`src/rtl/riscv_pkg.sv`:
```
// Shared encodings and decode helpers for the RV32I pipeline control path.
package riscv_pkg;

    localparam logic [6:0] OpLoad   = 7'b0000011;
    localparam logic [6:0] OpStore  = 7'b0100011;
    localparam logic [6:0] OpRtype  = 7'b0110011;
    localparam logic [6:0] OpItype  = 7'b0010011;
    localparam logic [6:0] OpBranch = 7'b1100011;
    localparam logic [6:0] OpJal    = 7'b1101111;
    localparam logic [6:0] OpJalr   = 7'b1100111;

    typedef enum logic [2:0] {
        AluAdd = 3'b000,
        AluSub = 3'b001,
        AluAnd = 3'b010,
        AluOr  = 3'b011,
        AluSlt = 3'b101
    } alu_ctrl_e;

    typedef enum logic [1:0] {
        ResAlu = 2'b00,
        ResMem = 2'b01,
        ResPc4 = 2'b10
    } result_src_e;

    typedef enum logic [1:0] {
        PcPlus4  = 2'b00,
        PcTarget = 2'b01,
        PcAlu    = 2'b10
    } pcsrc_e;

    typedef enum logic [1:0] {
        ImmI = 2'b00,
        ImmS = 2'b01,
        ImmB = 2'b10,
        ImmJ = 2'b11
    } imm_src_e;

    typedef enum logic [1:0] {
        FwdRf = 2'b00,
        FwdW  = 2'b01,
        FwdM  = 2'b10
    } fwd_e;

    typedef struct packed {
        logic        reg_write;
        result_src_e result_src;
        logic        mem_write;
        logic        branch;
        logic        jump;
        logic        jalr;
        alu_ctrl_e   alu_control;
        logic        alu_src;
    } ctrl_t;

    localparam ctrl_t CtrlBubble = '{
        reg_write:   1'b0,
        result_src:  ResAlu,
        mem_write:   1'b0,
        branch:      1'b0,
        jump:        1'b0,
        jalr:        1'b0,
        alu_control: AluAdd,
        alu_src:     1'b0
    };

    function automatic alu_ctrl_e alu_op(logic [2:0] funct3, logic is_sub);
        case (funct3)
            3'b000:  return is_sub ? AluSub : AluAdd;
            3'b010:  return AluSlt;
            3'b110:  return AluOr;
            3'b111:  return AluAnd;
            default: return AluAdd;
        endcase
    endfunction

    function automatic ctrl_t decode_ctrl(logic [31:0] instr);
        ctrl_t c;
        c = CtrlBubble;
        case (instr[6:0])
            OpLoad: begin
                c.reg_write  = 1'b1;
                c.result_src = ResMem;
                c.alu_src    = 1'b1;
            end
            OpStore: begin
                c.mem_write = 1'b1;
                c.alu_src   = 1'b1;
            end
            OpRtype: begin
                c.reg_write   = 1'b1;
                c.alu_control = alu_op(instr[14:12], instr[30]);
            end
            OpItype: begin
                c.reg_write   = 1'b1;
                c.alu_src     = 1'b1;
                c.alu_control = alu_op(instr[14:12], 1'b0);
            end
            OpBranch: begin
                c.branch      = 1'b1;
                c.alu_control = AluSub;
            end
            OpJal: begin
                c.reg_write  = 1'b1;
                c.result_src = ResPc4;
                c.jump       = 1'b1;
            end
            OpJalr: begin
                c.reg_write  = 1'b1;
                c.result_src = ResPc4;
                c.jalr       = 1'b1;
                c.alu_src    = 1'b1;
            end
            default: c = CtrlBubble;
        endcase
        return c;
    endfunction

    function automatic imm_src_e imm_sel(logic [31:0] instr);
        case (instr[6:0])
            OpStore:  return ImmS;
            OpBranch: return ImmB;
            OpJal:    return ImmJ;
            default:  return ImmI;
        endcase
    endfunction

endpackage

```
`src/rtl/hazard_unit.sv`:
```
// Forwarding, stall/flush arbitration and memory-timeout tracking.
// Build option: PIPE_CTRL_FORWARDING_EN selects forwarding instead of RAW stalling.
module hazard_unit
    import riscv_pkg::*;
#(
    parameter int unsigned REG_AW      = 5,
    parameter int unsigned MEM_TIMEOUT = 255
) (
    input  logic              clk,
    input  logic              reset,
    input  logic [REG_AW-1:0] rs1D,
    input  logic [REG_AW-1:0] rs2D,
    input  logic [REG_AW-1:0] rs1E,
    input  logic [REG_AW-1:0] rs2E,
    input  logic [REG_AW-1:0] rdE,
    input  logic              reg_writeE,
    input  logic [1:0]        result_srcE,
    input  logic              branchE,
    input  logic              jumpE,
    input  logic              jalrE,
    input  logic              zeroE,
    input  logic [REG_AW-1:0] rdM,
    input  logic              reg_writeM,
    input  logic              mem_accessM,
    input  logic [REG_AW-1:0] rdW,
    input  logic              reg_writeW,
    input  logic              dmem_ready,
    output logic [1:0]        fwd_aE,
    output logic [1:0]        fwd_bE,
    output logic [1:0]        pcsrcE,
    output logic              stallF,
    output logic              stallD,
    output logic              stallE,
    output logic              stallM,
    output logic              flushD,
    output logic              flushE,
    output logic              mem_err
);

    localparam int unsigned CntW = (MEM_TIMEOUT < 2) ? 1 : $clog2(MEM_TIMEOUT + 1);
    localparam logic [CntW-1:0] CntMax = CntW'(MEM_TIMEOUT);

    logic            mem_wait, taken, load_use, raw_stall;
    logic [CntW-1:0] wait_cnt_q, wait_cnt_d;
    logic            mem_err_q, mem_err_d;

    assign mem_wait = mem_accessM & ~dmem_ready;
    assign taken    = jalrE | jumpE | (branchE & zeroE);
    assign load_use = (result_srcE == ResMem) && (rdE != '0) && ((rs1D == rdE) || (rs2D == rdE));

`ifdef PIPE_CTRL_FORWARDING_EN
    logic unused_fwd;
    assign unused_fwd = reg_writeE;
    assign raw_stall  = 1'b0;

    // M-stage result is younger than W, so it wins when both match.
    always_comb begin
        fwd_aE = FwdRf;
        fwd_bE = FwdRf;
        if (rs1E != '0 && reg_writeM && rs1E == rdM) begin
            fwd_aE = FwdM;
        end else if (rs1E != '0 && reg_writeW && rs1E == rdW) begin
            fwd_aE = FwdW;
        end
        if (rs2E != '0 && reg_writeM && rs2E == rdM) begin
            fwd_bE = FwdM;
        end else if (rs2E != '0 && reg_writeW && rs2E == rdW) begin
            fwd_bE = FwdW;
        end
    end
`else
    logic unused_fwd;
    assign unused_fwd = ^{rs1E, rs2E, rdW, reg_writeW};
    assign fwd_aE     = FwdRf;
    assign fwd_bE     = FwdRf;

    // W needs no stall: the register file writes through to the D-stage read.
    assign raw_stall =
        (reg_writeE && rdE != '0 && (rs1D == rdE || rs2D == rdE)) ||
        (reg_writeM && rdM != '0 && (rs1D == rdM || rs2D == rdM));
`endif

    always_comb begin
        stallF = 1'b0;
        stallD = 1'b0;
        stallE = 1'b0;
        stallM = 1'b0;
        flushD = 1'b0;
        flushE = 1'b0;
        pcsrcE = PcPlus4;
        if (mem_wait) begin
            stallF = 1'b1;
            stallD = 1'b1;
            stallE = 1'b1;
            stallM = 1'b1;
        end else if (taken) begin
            flushD = 1'b1;
            flushE = 1'b1;
            pcsrcE = jalrE ? PcAlu : PcTarget;
        end else if (load_use || raw_stall) begin
            stallF = 1'b1;
            stallD = 1'b1;
            flushE = 1'b1;
        end
    end

    always_comb begin
        wait_cnt_d = '0;
        mem_err_d  = mem_err_q;
        if (mem_wait) begin
            wait_cnt_d = (wait_cnt_q == CntMax) ? wait_cnt_q : wait_cnt_q + CntW'(1);
            if (wait_cnt_d == CntMax) begin
                mem_err_d = 1'b1;
            end
        end
    end

    always_ff @(posedge clk) begin
        if (reset) begin
            wait_cnt_q <= '0;
            mem_err_q  <= 1'b0;
        end else begin
            wait_cnt_q <= wait_cnt_d;
            mem_err_q  <= mem_err_d;
        end
    end

    assign mem_err = mem_err_q;

endmodule

```
`src/rtl/pipe_controller.sv`:
```
// Control path of a 5-stage RV32I pipeline: decode plus E/M/W control registers.
// Build option: define PIPE_CTRL_FORWARDING_EN to forward operands instead of stalling on RAW.
module pipe_controller
    import riscv_pkg::*;
#(
    parameter int unsigned REG_AW      = 5,
    parameter int unsigned MEM_TIMEOUT = 255
) (
    input  logic              clk,
    input  logic              reset,
    input  logic [31:0]       instrD,
    input  logic              zeroE,
    input  logic              dmem_ready,
    output logic [1:0]        imm_srcD,
    output logic [2:0]        alu_controlE,
    output logic              alu_srcE,
    output logic [1:0]        fwd_aE,
    output logic [1:0]        fwd_bE,
    output logic [1:0]        pcsrcE,
    output logic              mem_writeM,
    output logic              reg_writeW,
    output logic [1:0]        result_srcW,
    output logic [REG_AW-1:0] rdW,
    output logic              stallF,
    output logic              stallD,
    output logic              stallE,
    output logic              stallM,
    output logic              flushD,
    output logic              flushE,
    output logic              mem_err
);

    ctrl_t             ctrl_dec;
    logic [REG_AW-1:0] rs1D, rs2D, rdD;

    ctrl_t             ctrl_e_q, ctrl_e_d;
    logic [REG_AW-1:0] rs1_e_q, rs1_e_d, rs2_e_q, rs2_e_d, rd_e_q, rd_e_d;

    logic              reg_write_m_q, reg_write_m_d, mem_write_m_q, mem_write_m_d;
    result_src_e       result_src_m_q, result_src_m_d;
    logic [REG_AW-1:0] rd_m_q, rd_m_d;

    logic              reg_write_w_q, reg_write_w_d;
    result_src_e       result_src_w_q, result_src_w_d;
    logic [REG_AW-1:0] rd_w_q, rd_w_d;

    logic              mem_accessM;

    assign rs1D     = instrD[15 +: REG_AW];
    assign rs2D     = instrD[20 +: REG_AW];
    assign ctrl_dec = decode_ctrl(instrD);
    assign imm_srcD = imm_sel(instrD);
    // Non-writing instructions carry rd=0 so their immediate bits never look like a hazard.
    assign rdD      = ctrl_dec.reg_write ? instrD[7 +: REG_AW] : '0;

    always_comb begin
        ctrl_e_d = ctrl_e_q;
        rs1_e_d  = rs1_e_q;
        rs2_e_d  = rs2_e_q;
        rd_e_d   = rd_e_q;
        if (flushE) begin
            ctrl_e_d = CtrlBubble;
            rs1_e_d  = '0;
            rs2_e_d  = '0;
            rd_e_d   = '0;
        end else if (!stallE) begin
            ctrl_e_d = ctrl_dec;
            rs1_e_d  = rs1D;
            rs2_e_d  = rs2D;
            rd_e_d   = rdD;
        end
    end

    always_comb begin
        reg_write_m_d  = reg_write_m_q;
        mem_write_m_d  = mem_write_m_q;
        result_src_m_d = result_src_m_q;
        rd_m_d         = rd_m_q;
        if (!stallM) begin
            reg_write_m_d  = ctrl_e_q.reg_write;
            mem_write_m_d  = ctrl_e_q.mem_write;
            result_src_m_d = ctrl_e_q.result_src;
            rd_m_d         = rd_e_q;
        end
    end

    // While memory stalls, M is held and W takes a bubble each cycle.
    always_comb begin
        reg_write_w_d  = reg_write_m_q;
        result_src_w_d = result_src_m_q;
        rd_w_d         = rd_m_q;
        if (stallM) begin
            reg_write_w_d  = 1'b0;
            result_src_w_d = ResAlu;
            rd_w_d         = '0;
        end
    end

    always_ff @(posedge clk) begin
        if (reset) begin
            ctrl_e_q       <= CtrlBubble;
            rs1_e_q        <= '0;
            rs2_e_q        <= '0;
            rd_e_q         <= '0;
            reg_write_m_q  <= 1'b0;
            mem_write_m_q  <= 1'b0;
            result_src_m_q <= ResAlu;
            rd_m_q         <= '0;
            reg_write_w_q  <= 1'b0;
            result_src_w_q <= ResAlu;
            rd_w_q         <= '0;
        end else begin
            ctrl_e_q       <= ctrl_e_d;
            rs1_e_q        <= rs1_e_d;
            rs2_e_q        <= rs2_e_d;
            rd_e_q         <= rd_e_d;
            reg_write_m_q  <= reg_write_m_d;
            mem_write_m_q  <= mem_write_m_d;
            result_src_m_q <= result_src_m_d;
            rd_m_q         <= rd_m_d;
            reg_write_w_q  <= reg_write_w_d;
            result_src_w_q <= result_src_w_d;
            rd_w_q         <= rd_w_d;
        end
    end

    assign mem_accessM = mem_write_m_q | (result_src_m_q == ResMem);

    hazard_unit #(
        .REG_AW      (REG_AW),
        .MEM_TIMEOUT (MEM_TIMEOUT)
    ) u_hazard_unit (
        .clk         (clk),
        .reset       (reset),
        .rs1D        (rs1D),
        .rs2D        (rs2D),
        .rs1E        (rs1_e_q),
        .rs2E        (rs2_e_q),
        .rdE         (rd_e_q),
        .reg_writeE  (ctrl_e_q.reg_write),
        .result_srcE (ctrl_e_q.result_src),
        .branchE     (ctrl_e_q.branch),
        .jumpE       (ctrl_e_q.jump),
        .jalrE       (ctrl_e_q.jalr),
        .zeroE       (zeroE),
        .rdM         (rd_m_q),
        .reg_writeM  (reg_write_m_q),
        .mem_accessM (mem_accessM),
        .rdW         (rd_w_q),
        .reg_writeW  (reg_write_w_q),
        .dmem_ready  (dmem_ready),
        .fwd_aE      (fwd_aE),
        .fwd_bE      (fwd_bE),
        .pcsrcE      (pcsrcE),
        .stallF      (stallF),
        .stallD      (stallD),
        .stallE      (stallE),
        .stallM      (stallM),
        .flushD      (flushD),
        .flushE      (flushE),
        .mem_err     (mem_err)
    );

    assign alu_controlE = ctrl_e_q.alu_control;
    assign alu_srcE     = ctrl_e_q.alu_src;
    assign mem_writeM   = mem_write_m_q;
    assign reg_writeW   = reg_write_w_q;
    assign result_srcW  = result_src_w_q;
    assign rdW          = rd_w_q;

endmodule

```
`config.mk`:
```
export PLATFORM = sky130hd
export DESIGN_NAME = pipe_controller
export DESIGN_NICKNAME = d
export VERILOG_FILES = /design/src/rtl/riscv_pkg.sv /design/src/rtl/hazard_unit.sv /design/src/rtl/pipe_controller.sv
export SDC_FILE = /design/constraint.sdc
export NUM_CORES = 1
export LEC_CHECK = 0
export ABC_AREA = 1
export CORE_ASPECT_RATIO = 0.9
export CORE_MARGIN = 3
export CORE_UTILIZATION = 51
export CTS_CLUSTER_SIZE = 8
export DETAILED_ROUTE_END_ITERATION = 7
export PLACE_DENSITY_LB_ADDON = 0.15
export SETUP_SLACK_MARGIN = 0.3
export SYNTH_ARGS = -nofsm -noshare
export SYNTH_HDL_FRONTEND = slang
export SYNTH_SLANG_ARGS = --single-unit
```
`constraint.sdc`:
```
create_clock -name clk -period 3.5 [get_ports clk]
set_input_delay 0.35 -clock clk [delete_from_list [all_inputs] [get_ports clk]]
set_output_delay 0.35 -clock clk [all_outputs]
set_load 0.01 [all_outputs]
```
# Yosys cells after proc, flatten, opt, wreduce, memory -nomap -nowiden
# Index checks and enable logic that the tools add are counted.
# word_totals
regBits	42
output_inout_bits	28
wordCells	89
# classes
n_addsub	1
eq_ne	18
mux	25
bitwise	7
reduce_logical	20
# ops
op	count
equality test 7 bit (second input constant)	3
equality test 5 bit	4
one-hot mux 3 bit (3 select lines)	2
equality test 8 bit (second input constant)	2
2-to-1 mux 1 bit	15
equality test 7 x 6 -> 1 bit (second input constant)	2
one-hot mux 3 bit (4 select lines)	1
nonzero test 5 bit	2
adder 8 x 1 -> 8 bit (second input constant)	1
2-to-1 mux 8 bit	1
OR reduction 2 bit	4
equality test 7 x 2 -> 1 bit (second input constant)	1
equality test 7 x 5 -> 1 bit (second input constant)	1
equality test 3 bit (second input constant)	2
logical AND 1 bit	6
2-to-1 mux 2 bit	3
one-hot mux 2 bit (3 select lines)	1
2-to-1 mux 5 bit	1
OR reduction 5 bit	1
equality test 2 x 1 -> 1 bit (second input constant)	2
logical OR 1 bit	4
one-hot mux 2 bit (2 select lines)	1
OR reduction 4 bit	1
equality test 3 x 2 -> 1 bit (second input constant)	1
5 further kinds	9

# Longest topological paths before layout
# Gate-level depths: netlist of run 1.
# depth
ltp_word	9
ltp_mapped	12
depth_no_buf	11

# Modules after synthesis
# From an unflattened synthesis of run 1, not the netlist that was laid out.
# unflattened
hier_cells	360
area_unflattened_um2	2608.8
# by_module_without_submodules
module	instances	cells_each	area_per_inst_um2	seq_area_each_um2
pipe_controller	1	213	1654.1	860.8
hazard_unit	1	147	954.7	180.2

# Worst setup path before layout of run 1
# OpenSTA, ideal clock, no wires.
# synth_timing
path_type	input to output
startpoint	input port zeroE
endpoint	output port stallF
t_arrival_ps	1325
slack_ps	1825
stages	5
n_path_buf	1
path_cell_list	a211o_1 nand2_1 inv_1 a31oi_1 buf_4
# synth_via
elab_chain_len	4
# synth_lines
item	line_no	rtl
from (decl)	pipe_controller.sv:12	input logic zeroE,
bitwise AND 1 bit	hazard_unit.sv:48	assign taken = jalrE | jumpE | (branchE & zeroE);
bitwise OR 1 bit	hazard_unit.sv:48	
2-to-1 mux 1 bit (2 in series)	n/a	
to (decl)	pipe_controller.sv:24	output logic stallF,
# No other way between the ends.

# Final worst setup path of run 1
# layout_timing
startpoint	input port instrD[18]
endpoint	output port stallD
# layout_via
elab_chain_len	8
word_cells_on_any_way	12
classes_between	eq/ne: 2; mux: 3; reduce/logical: 7
# layout_lines
item	line_no	rtl
from (decl)	pipe_controller.sv:11	input logic [31:0] instrD,
equality test 5 bit, on equally long branches	hazard_unit.sv:49, hazard_unit.sv:79, hazard_unit.sv:80	
logical OR 1 bit, on equally long branches	hazard_unit.sv:49, hazard_unit.sv:79, hazard_unit.sv:80	
logical AND 1 bit, on equally long branches	hazard_unit.sv:79, hazard_unit.sv:80	
logical OR 1 bit	hazard_unit.sv:79	(reg_writeE && rdE != '0 && (rs1D == rdE || rs2D == rdE)) ||
logical OR 1 bit (*)	hazard_unit.sv:100	end else if (load_use || raw_stall) begin
2-to-1 mux 1 bit (*)	hazard_unit.sv:100	
2-to-1 mux 1 bit (*)	hazard_unit.sv:96	end else if (taken) begin
2-to-1 mux 1 bit (*)	hazard_unit.sv:91	if (mem_wait) begin
to (decl)	pipe_controller.sv:25	output logic stallD,
# Every way passes the cells marked *; elsewhere a longest branch is shown, timed or not.

==> qor.yml, run 1 <==
clock_network:
  cts_made_buffers: 5
  cts_resized: 0
  clock-sinks: 42
  cts_root_buffer: "clkbuf_8"
  postCtsSetupRepairBufs: 0
  clock_path_buffers: 2
  clkTransAtPathRegs_ps: 80
  cts-htree-levels: 2
  cts_tree: "yes"
  clock_latency_ps: 290
  cts_hold_buf: 0
routing:
  first_pass_iters: 4
  wire_per_inst_um: 11.2
  met1_length_um: 2280
  routed-via-count: 2074
  viasPerCell: 4.82
  top_layer_used: "met4"
  wl_met2_um: 2270
  totalWireLength_um: 4820
  initialDrtViolationCount: 131
  ant_nets: 0
  drc: 0
  wl_met3_um: 235
global_route:
  first_global_vias: 1897
  antenna_found_initial: 0
  grt_usage_pct: 19.3
  grt_max_degree: 19
  grt_pass1_wl_um: 8100
  grt_overflow: 0
final_layout:
  diodes: 0
  fin_util_pct: 68.7
  drive_gt1_share_pct: 12.2
  n_fill_cell: 370
  final_cells: 430
  area_delta_synth_final_pct: 27.1
  final_cell_area_sq_um: 2860
  nNetsFinal: 406
min_path:
  hold_class: "flop to flop"
  whs_endpoint: "result_srcW[1]"
  worstHoldPathCells: 2
  hp-start: "result_src_m_q[1]"
timing:
  min_period_ps: 2670
  clock_skew_ps: 3.90
  slew_viol_final: 0
  hold_viol_final: 0
  finalSetupViolCount: 0
  max_freq_mhz: 374
  finalSetupTns_ps: 0
  worstMarginPinSlew_ps: 604
  fin_crit_sh_pct: 76.3
  setup_slack_ps: 829
  slew_headroom_pct: 59.6
  rsz0062_at_grt: "false"
floorplanning:
  fp.dieW_um: 76.0
  dieArea_sq_um: 5240
  start_util_pct: 54.1
  die_h_um: 69.0
  core_area_sq_um: 4160
  rows: 22
  ios: 64
run:
  drv_cap: 0
critical_path:
  critPathKind: "input pin to primary output"
  rr_endpoint: "rd_m_q[0]"
  cp.arrival_ps: 2320
  crit_path_end_kind: "primary output"
  reg2reg_from: "result_src_m_q[1]"
  worstPathMaxFanout: 3
  rrSetupSlack_ps: 1760
  r2r_cells: 7
  crit_required_ps: 3150
  cp-start-kind: "input pin"
logic_synthesis:
  synthTopCellsByCount: "nand2_1, dfxtp_1, nor2_1"
  yosysWarnings: 0
  synth_edf_count: 0
  synth_top_area_cell: "dfxtp_1"
  syn_avg_cell_area_sq_um: 7.00
  synth.most_common_cell: "nand2_1"
  synth-seq-area-share_pct: 37.4
  ys_seq_elements: 42
  synthCells: 321
  netlist_area_sq_um: 2250
  synth_top_area_share_pct: 37.4
  async_flop_share_pct: 0
  ys.flop_type: "dfxtp_1"
  synth.distinct_cells: 34
  netlist_top_cells_area: "dfxtp_1, nand2_1, nor2_1"
place:
  dp_hpwl_um: 3630
  dp.cells: 422
  portBuffers: 53
  place_ws_ps: 912
  gp_congestion: 0.935
  dpl-instance-area_sq_um: 2750
pwr:
  p_per_area_nw_per_um2: 330
  p_leak_nw: 1.25
  ir_worst_vdd_uv: 276
run_status:
  status: "completed"
## routing by layer
metal / GRT usage [%] / vias to the layer above
met2: 34.1 / 53
li1: - / 1089
met3: 4.94 / 5
met4: 6.79 / 0
met1: 23.5 / 927
met5: 0 / -
## logic make-up (layout without fill, tap and decap cells)
group	Yosys count	count (layout)	synth area share (%)
other	1	4	0.167
adders and majority gates	1	1	0.557
xor gates and xnor gates	8	8	3.12
AOI/OAI and AO/OA	41	41	11.0
DFF	42	42	37.4
and+or+nand+nor	165	165	34.5
buffers and inverters	63	109	13.3
## layout make-up
cell class	instances	area [sq um]	area share, %
multi-input cells	219	1120	39.2
flip-flops and latches	42	841	29.4
repair buffers	53	531	18.6
inverters	48	180	6.31
well taps	60	75.1	2.63
clock buffers	5	68.8	2.41
clock inverters	3	40.0	1.40
## power by group
group	total, mW	switching (mW)	leakage (nW)	internal (mW)
clock network	0.375	0.165	0.0579	0.210
logic	0.0873	0.0429	0.857	0.0444
registers	0.480	0.00142	0.338	0.479
total	0.943	0.210	1.25	0.733
## per-stage QoR
| stage | hold WS, ps | total power [mW] |
|---|---|---|
| floorplan | 412 | 0.538 |
| global placement | 449 | 0.578 |
| detailed placement | 456 | 0.578 |
| CTS | 470 | 0.950 |
| global route | 481 | 0.980 |
| finish | 463 | 0.943 |
## state kept, by name, summed over array words and instances (netlist names)
signal / flops
alu_controlE: 3
alu_srcE: 1
ctrl_e_q: 7
mem_writeM: 1
rdW: 5
rd_e_q: 5
rd_m_q: 5
reg_writeW: 1
reg_write_m_q: 1
result_srcW: 2
result_src_m_q: 2
u_hazard_unit.mem_err: 1
u_hazard_unit.wait_cnt_q: 8
## worst max-delay path by stage
stage	from	end	slack [ps]	cells past startpoint
floorplan	zeroE	stallF	1830	5
global placement	instrD[18]	stallD	960	10
detailed placement	instrD[18]	stallD	910	10
CTS	instrD[18]	stallD	900	10
global route	instrD[18]	stallD	690	10
finish	instrD[18]	stallD	830	10
## critical path, cell delays in order
cell	delay (ps)
clkdlybuf4s50_1	530
inv_1	70
nand2_1	60
nand2_1	50
nor2_1	110
nand3_1	90
nand2_1	90
nand2_2	60
a31oi_1	290
clkdlybuf4s50_1	610
## cell usage in the layout (no fill, tap or decap)
master	n
clkinv_2	2
conb_1	4
a21oi_2	1
dfxtp_1	42
nand3_4	1
nor2_1	39
clkbuf_8	5
nand3_1	15
o21ai_0	9
a31oi_1	3
xor2_1	3
nor2_4	11
nand2_2	5
clkdlybuf4s50_1	53
or2_2	1
a21oi_1	11
a22oi_1	5
ha_1	1
xnor2_1	5
o21ai_2	1
nand3b_1	1
a211o_1	1
nor3_1	1
inv_1	33
nand4_1	4
inv_2	15
a211oi_1	1
o211ai_1	1
bufinv_16	1
o22ai_1	8
nand2_1	85
nand2_4	1
nor2_2	1
Note: power is estimated with default switching activity, not from simulation.
==> run 2: changes to the inputs <==
Settings changed: CORE_UTILIZATION 51 to 48.
Clock period 3.5 ns to 2.7 ns, I/O delays scaled along.
==> run 2 against run 1 <==
Against the previous run: sequential cell count did not move; combinational power rose by 31%; routed wire length rose by 1.3%; critical path depth fell by 2; register-to-register slack got worse by 800 ps; worst hold slack got worse by 3.5 ps; clock skew barely moved; core utilization fell by 1.7 points; clock-buffer cell count rose by 2; global-route usage fell by 0.99 points; die area rose by 5.7%.
==> qor.yml, run 2 (synthesized netlist as in run 1, its figures left out) <==
routing:
  drc: 0
  ant_nets: 0
  routed-via-count: 2066
  totalWireLength_um: 4890
  initialDrtViolationCount: 91
  first_pass_iters: 4
  wire_per_inst_um: 11.4
  viasPerCell: 4.80
timing:
  clock_skew_ps: 4.14
  finalSetupViolCount: 0
  slew_viol_final: 0
  min_period_ps: 2230
  finalSetupTns_ps: 0
  fin_crit_sh_pct: 82.5
  rsz0062_at_grt: "false"
  max_freq_mhz: 449
  hold_viol_final: 0
  slew_headroom_pct: 61.1
  hold_slack_ps: 460
  worstMarginPinSlew_ps: 582
floorplanning:
  fp.dieW_um: 78.1
  start_util_pct: 52.3
  rows: 22
  dieArea_sq_um: 5540
  die_h_um: 70.9
  core_area_sq_um: 4290
  ios: 64
place:
  dp_hpwl_um: 3780
  portBuffers: 53
  gp_congestion: 0.834
critical_path:
  worstPathMaxFanout: 3
  critPathKind: "input pin to primary output"
  cp-start-kind: "input pin"
  crit_path_end_kind: "primary output"
  cp.arrival_ps: 1960
  rrSetupSlack_ps: 960
  critPathLaunch: "instrD[5]"
  crit_required_ps: 2430
  worstPathCellList: "clkdlybuf4s50_1, inv_2, nor2_4, nand2_1, nor2_1, nand3_1, nand2_1, clkdlybuf4s50_1"
  reg2reg_from: "result_src_m_q[1]"
  slowest_stage: "clkdlybuf4s50_1"
  max_stage_delay_ps: 530
clock_network:
  cts_resized: 0
  cts-htree-levels: 2
  cts_root_buffer: "clkbuf_8"
  postCtsSetupRepairBufs: 0
  clock_latency_ps: 290
  cts_tree: "yes"
  clkTransAtPathRegs_ps: 80
  clock_path_buffers: 2
  clock-sinks: 42
  cts_made_buffers: 5
  cts_hold_buf: 0
run:
  drv_cap: 0
final_layout:
  nNetsFinal: 406
  area_delta_synth_final_pct: 28.0
  diodes: 0
  final_common_cell: "nand2_1"
  drive_gt1_share_pct: 11.9
  regMostFlops: "u_hazard_unit.wait_cnt_q"
  largest_register_ffs: 8
  top_regs: "u_hazard_unit.wait_cnt_q: 8 flops, ctrl_e_q: 7 flops"
  mostFrequentLayoutCells: "nand2_1, clkdlybuf4s50_1, dfxtp_1"
pwr:
  power_mw: 1.22
  ir_worst_vdd_uv: 401
  p_leak_nw: 1.33
  p_per_area_nw_per_um2: 425
global_route:
  grt_usage_pct: 18.3
  first_global_vias: 1920
  grt_overflow: 0
  grt_max_degree: 19
  grt_pass1_wl_um: 8270
  antenna_found_initial: 0
run_status:
  status: "completed"
min_path:
  hold_class: "flop to flop"
  hp-start: "result_src_m_q[1]"
==> run 2: cell types whose count changed in the layout (fill, tap and decap cells not counted) <==
cell / change
a31oi_1: -1
clkdlybuf4s50_1: -5
clkinv_2: -2
nor2_2: -1
a31oi_2: +1
clkbuf_1: +2
dlymetal6s2s_1: +5
nor2_4: +1
==> run 2: worst max-delay path: cells and delay by family <==
| family | cells | cell delay (ps) |
|---|---|---|
| buffers and inverters | 3 | 1120 |
| and+or+nand+nor | 5 | 580 |
==> run 2: final timing paths <==
check	to	cells past startpoint
worst max-delay path	imm_srcD[0]	8
worst min register to register	result_srcW[1]	2
worst max register to register	mem_writeM	7
worst min-delay path	result_srcW[1]	2
==> run 2: layout make-up <==
| class | instances | area [sq um] |
|---|---|---|
| fill | 415 | 1420 |
| multi-input combinational | 219 | 1130 |
| sequential | 42 | 841 |
| timing repair buffer | 53 | 543 |
| inverter | 48 | 180 |
| clock buffer | 7 | 76.3 |
| tap | 60 | 75.1 |
| clock inverter | 1 | 30.0 |
==> run 2: per-stage QoR <==
stage,worst slack [ps],instances,util (%),area (sq um)
2_1_floorplan,1130,324,-,2260
3_3_place_gp,353,422,64.0,2750
3_5_place_dp,307,422,64.0,2750
4_1_cts,303,430,66.4,2850
5_1_grt,341,430,67.0,2880
6_report,473,430,67.0,2880
==> run 2: power breakdown <==
group	total, mW	switching (mW)	internal, mW
Combinational	0.114	0.0562	0.0576
Sequential	0.623	0.00192	0.621
Clock	0.487	0.210	0.277
Total	1.22	0.268	0.955
==> run 2: per-layer routing <==
layer	track usage (%)	part of all wire [%]	up-vias
met5	0	0	-
met4	5.83	1.4	0
met3	4.45	4.4	7
met2	30.5	46	44
met1	23.5	48	928
li1	-	-	1087
==> run 3: changes to the inputs <==
Settings changed: CORE_UTILIZATION 48 to 43.
Clock period 2.7 ns to 1.99 ns, I/O delays scaled along.
==> run 3 against run 2 <==
Against the previous run: routed wire length rose by 4.6%; global-route usage is 0.41 points lower; via count increased by 4.7%; worst hold slack got worse by 1.7 ps; first-iteration DRC count fell by 14%; final area increased by 7.4%; sequential power rose by 35%; clock skew about the same; clock power is 37% higher; sequential cell count unchanged; sequential share of layout area decreased by 1.3 points; critical endpoint is now stallD; highest routed layer unchanged.
==> qor.yml, run 3 (synthesized netlist as in run 1, its figures left out) <==
run_status:
  status: "completed"
place:
  portBuffers: 53
  dp_hpwl_um: 3880
  gp_congestion: 0.853
  place_ws_ps: -251
critical_path:
  crit_family: "simple AND/OR/NAND/NOR gates"
  critPathLaunch: "rd_e_q[0]"
  worstPathCellList: "inv_2, nand2_1, nand2_1, nor2_1, nand3_1, nand2_1, nand2_2, a31oi_4, buf_2"
  crit_top_cell: "nand2_1"
  reg2reg_from: "result_src_m_q[1]"
  slowest_stage: "dfxtp_2"
  cp-start-kind: "flop"
  path_buf_inv: 2
  cp.arrival_ps: 1510
  worstPathMaxFanout: 5
  crit_path_end_kind: "primary output"
  crit_required_ps: 1790
  critPathKind: "flop to primary output"
  max_stage_delay_ps: 380
floorplanning:
  rows: 24
  ios: 64
  core_area_sq_um: 4950
  fp.dieW_um: 82.2
  dieArea_sq_um: 6130
  die_h_um: 74.6
  start_util_pct: 45.4
clock_network:
  cts_tree: "yes"
  clock_latency_ps: 300
  cts_root_buffer: "clkbuf_8"
  clock-sinks: 42
  cts_made_buffers: 5
  clkTransAtPathRegs_ps: 80
  cts-htree-levels: 2
  clock_path_buffers: 2
pwr:
  p_per_area_nw_per_um2: 542
  power_mw: 1.67
  ir_worst_vdd_uv: 481
  p_leak_nw: 1.42
timing:
  max_freq_mhz: 587
  worstMarginPinSlew_ps: 551
  clock_skew_ps: 3.97
  fin_crit_sh_pct: 85.7
  rsz0062_at_grt: "true"
  setup_slack_ps: 285
  min_period_ps: 1700
  hold_viol_final: 0
  finalSetupViolCount: 0
  slew_viol_final: 0
  finalSetupTns_ps: 0
  slew_headroom_pct: 63.2
global_route:
  grt_pass1_wl_um: 8490
  first_global_vias: 1979
  antenna_found_initial: 0
  grt_usage_pct: 17.9
  grt_overflow: 0
  grt_max_degree: 17
final_layout:
  nNetsFinal: 426
  fin_util_pct: 62.3
  regMostFlops: "u_hazard_unit.wait_cnt_q"
  diodes: 0
  drive_gt1_share_pct: 23.8
  area_delta_synth_final_pct: 37.5
  top_regs: "u_hazard_unit.wait_cnt_q: 8 flops, ctrl_e_q: 7 flops"
  largest_register_ffs: 8
  mostFrequentLayoutCells: "nand2_1, nor2_1, clkdlybuf4s50_1"
  final_common_cell: "nand2_1"
run:
  drv_cap: 0
routing:
  wire_per_inst_um: 11.2
  routed-via-count: 2164
  ant_nets: 0
  totalWireLength_um: 5110
  drc: 0
  first_pass_iters: 4
  initialDrtViolationCount: 78
  viasPerCell: 4.76
min_path:
  hp-start: "result_src_m_q[1]"
  hold_class: "flop to flop"
[run 3: changes by cell type in the layout (fill, tap and decap cells not counted), sizes merged]
cell	delta
buf	+25
clkdlybuf4s50	-12
dlygate4sd2	+11
dlymetal6s2s	-5
clkinvlp	+1
[run 3: stage by stage]
stage | hold slack (ps) | std cells | instance area (sq um)
after floorplan | 261 | 324 | 2260
after global placement | 450 | 442 | 2890
after detailed placement | 449 | 442 | 2890
after CTS | 461 | 453 | 3020
after global routing | 488 | 455 | 3090
final | 458 | 455 | 3090
[run 3: path summary, 6_finish.rpt]
| path | cells past startpoint | slack [ps] | endpoint |
|---|---|---|---|
| hold reg to reg | 2 | 460 | result_srcW[1] |
| setup reg to reg | 10 | 450 | alu_srcE |
| setup / recovery | 9 | 290 | stallD |
| hold / removal | 2 | 460 | result_srcW[1] |
[run 3: final cells by class]
| class | instances | area [sq um] |
|---|---|---|
| fillers | 481 | 1870 |
| clock inverters | 2 | 37.5 |
| clock buffers | 6 | 72.6 |
| repair buffers | 73 | 672 |
| multi-input cells | 219 | 1180 |
| flip-flops and latches | 42 | 863 |
| well taps | 65 | 81.3 |
| inverters | 48 | 180 |
[run 3: power by group]
group          switching (mW)  total, mW  internal (mW)  leakage, nW
registers             0.00273      0.842          0.839        0.345
logic                  0.0810      0.167         0.0860         1.02
clock network           0.291      0.665          0.374       0.0514
[run 3: routing by layer]
metal / vias up / share of wire [%] / GRT usage (%)
met5: - / 0 / 0
met4: 0 / 1.7 / 8.30
met3: 7 / 5.8 / 4.72
met2: 52 / 47 / 28.5
met1: 973 / 45 / 22.7
li1: 1132 / - / -
[run 3: repair_timing]
item | in CTS | in global routing
hold buffers | 0 | 0
endpoints found under the setup margin | 10 | 14
endpoints found under the hold margin | 0 | 0
pin swaps | 2 | 11
setup buffers | 3 | 2
resized for setup | 47 | 19
[run 3: worst reg2reg max path, cell delays in order, from the launching register on]
cell and delay (ps):
dfxtp_2 320, inv_2 50, nand2_1 60, nand2_2 80
nand2_4 70, buf_4 140, buf_4 160, nand2_1 160
nor2_1 70, a211oi_2 270, nor2_4 60
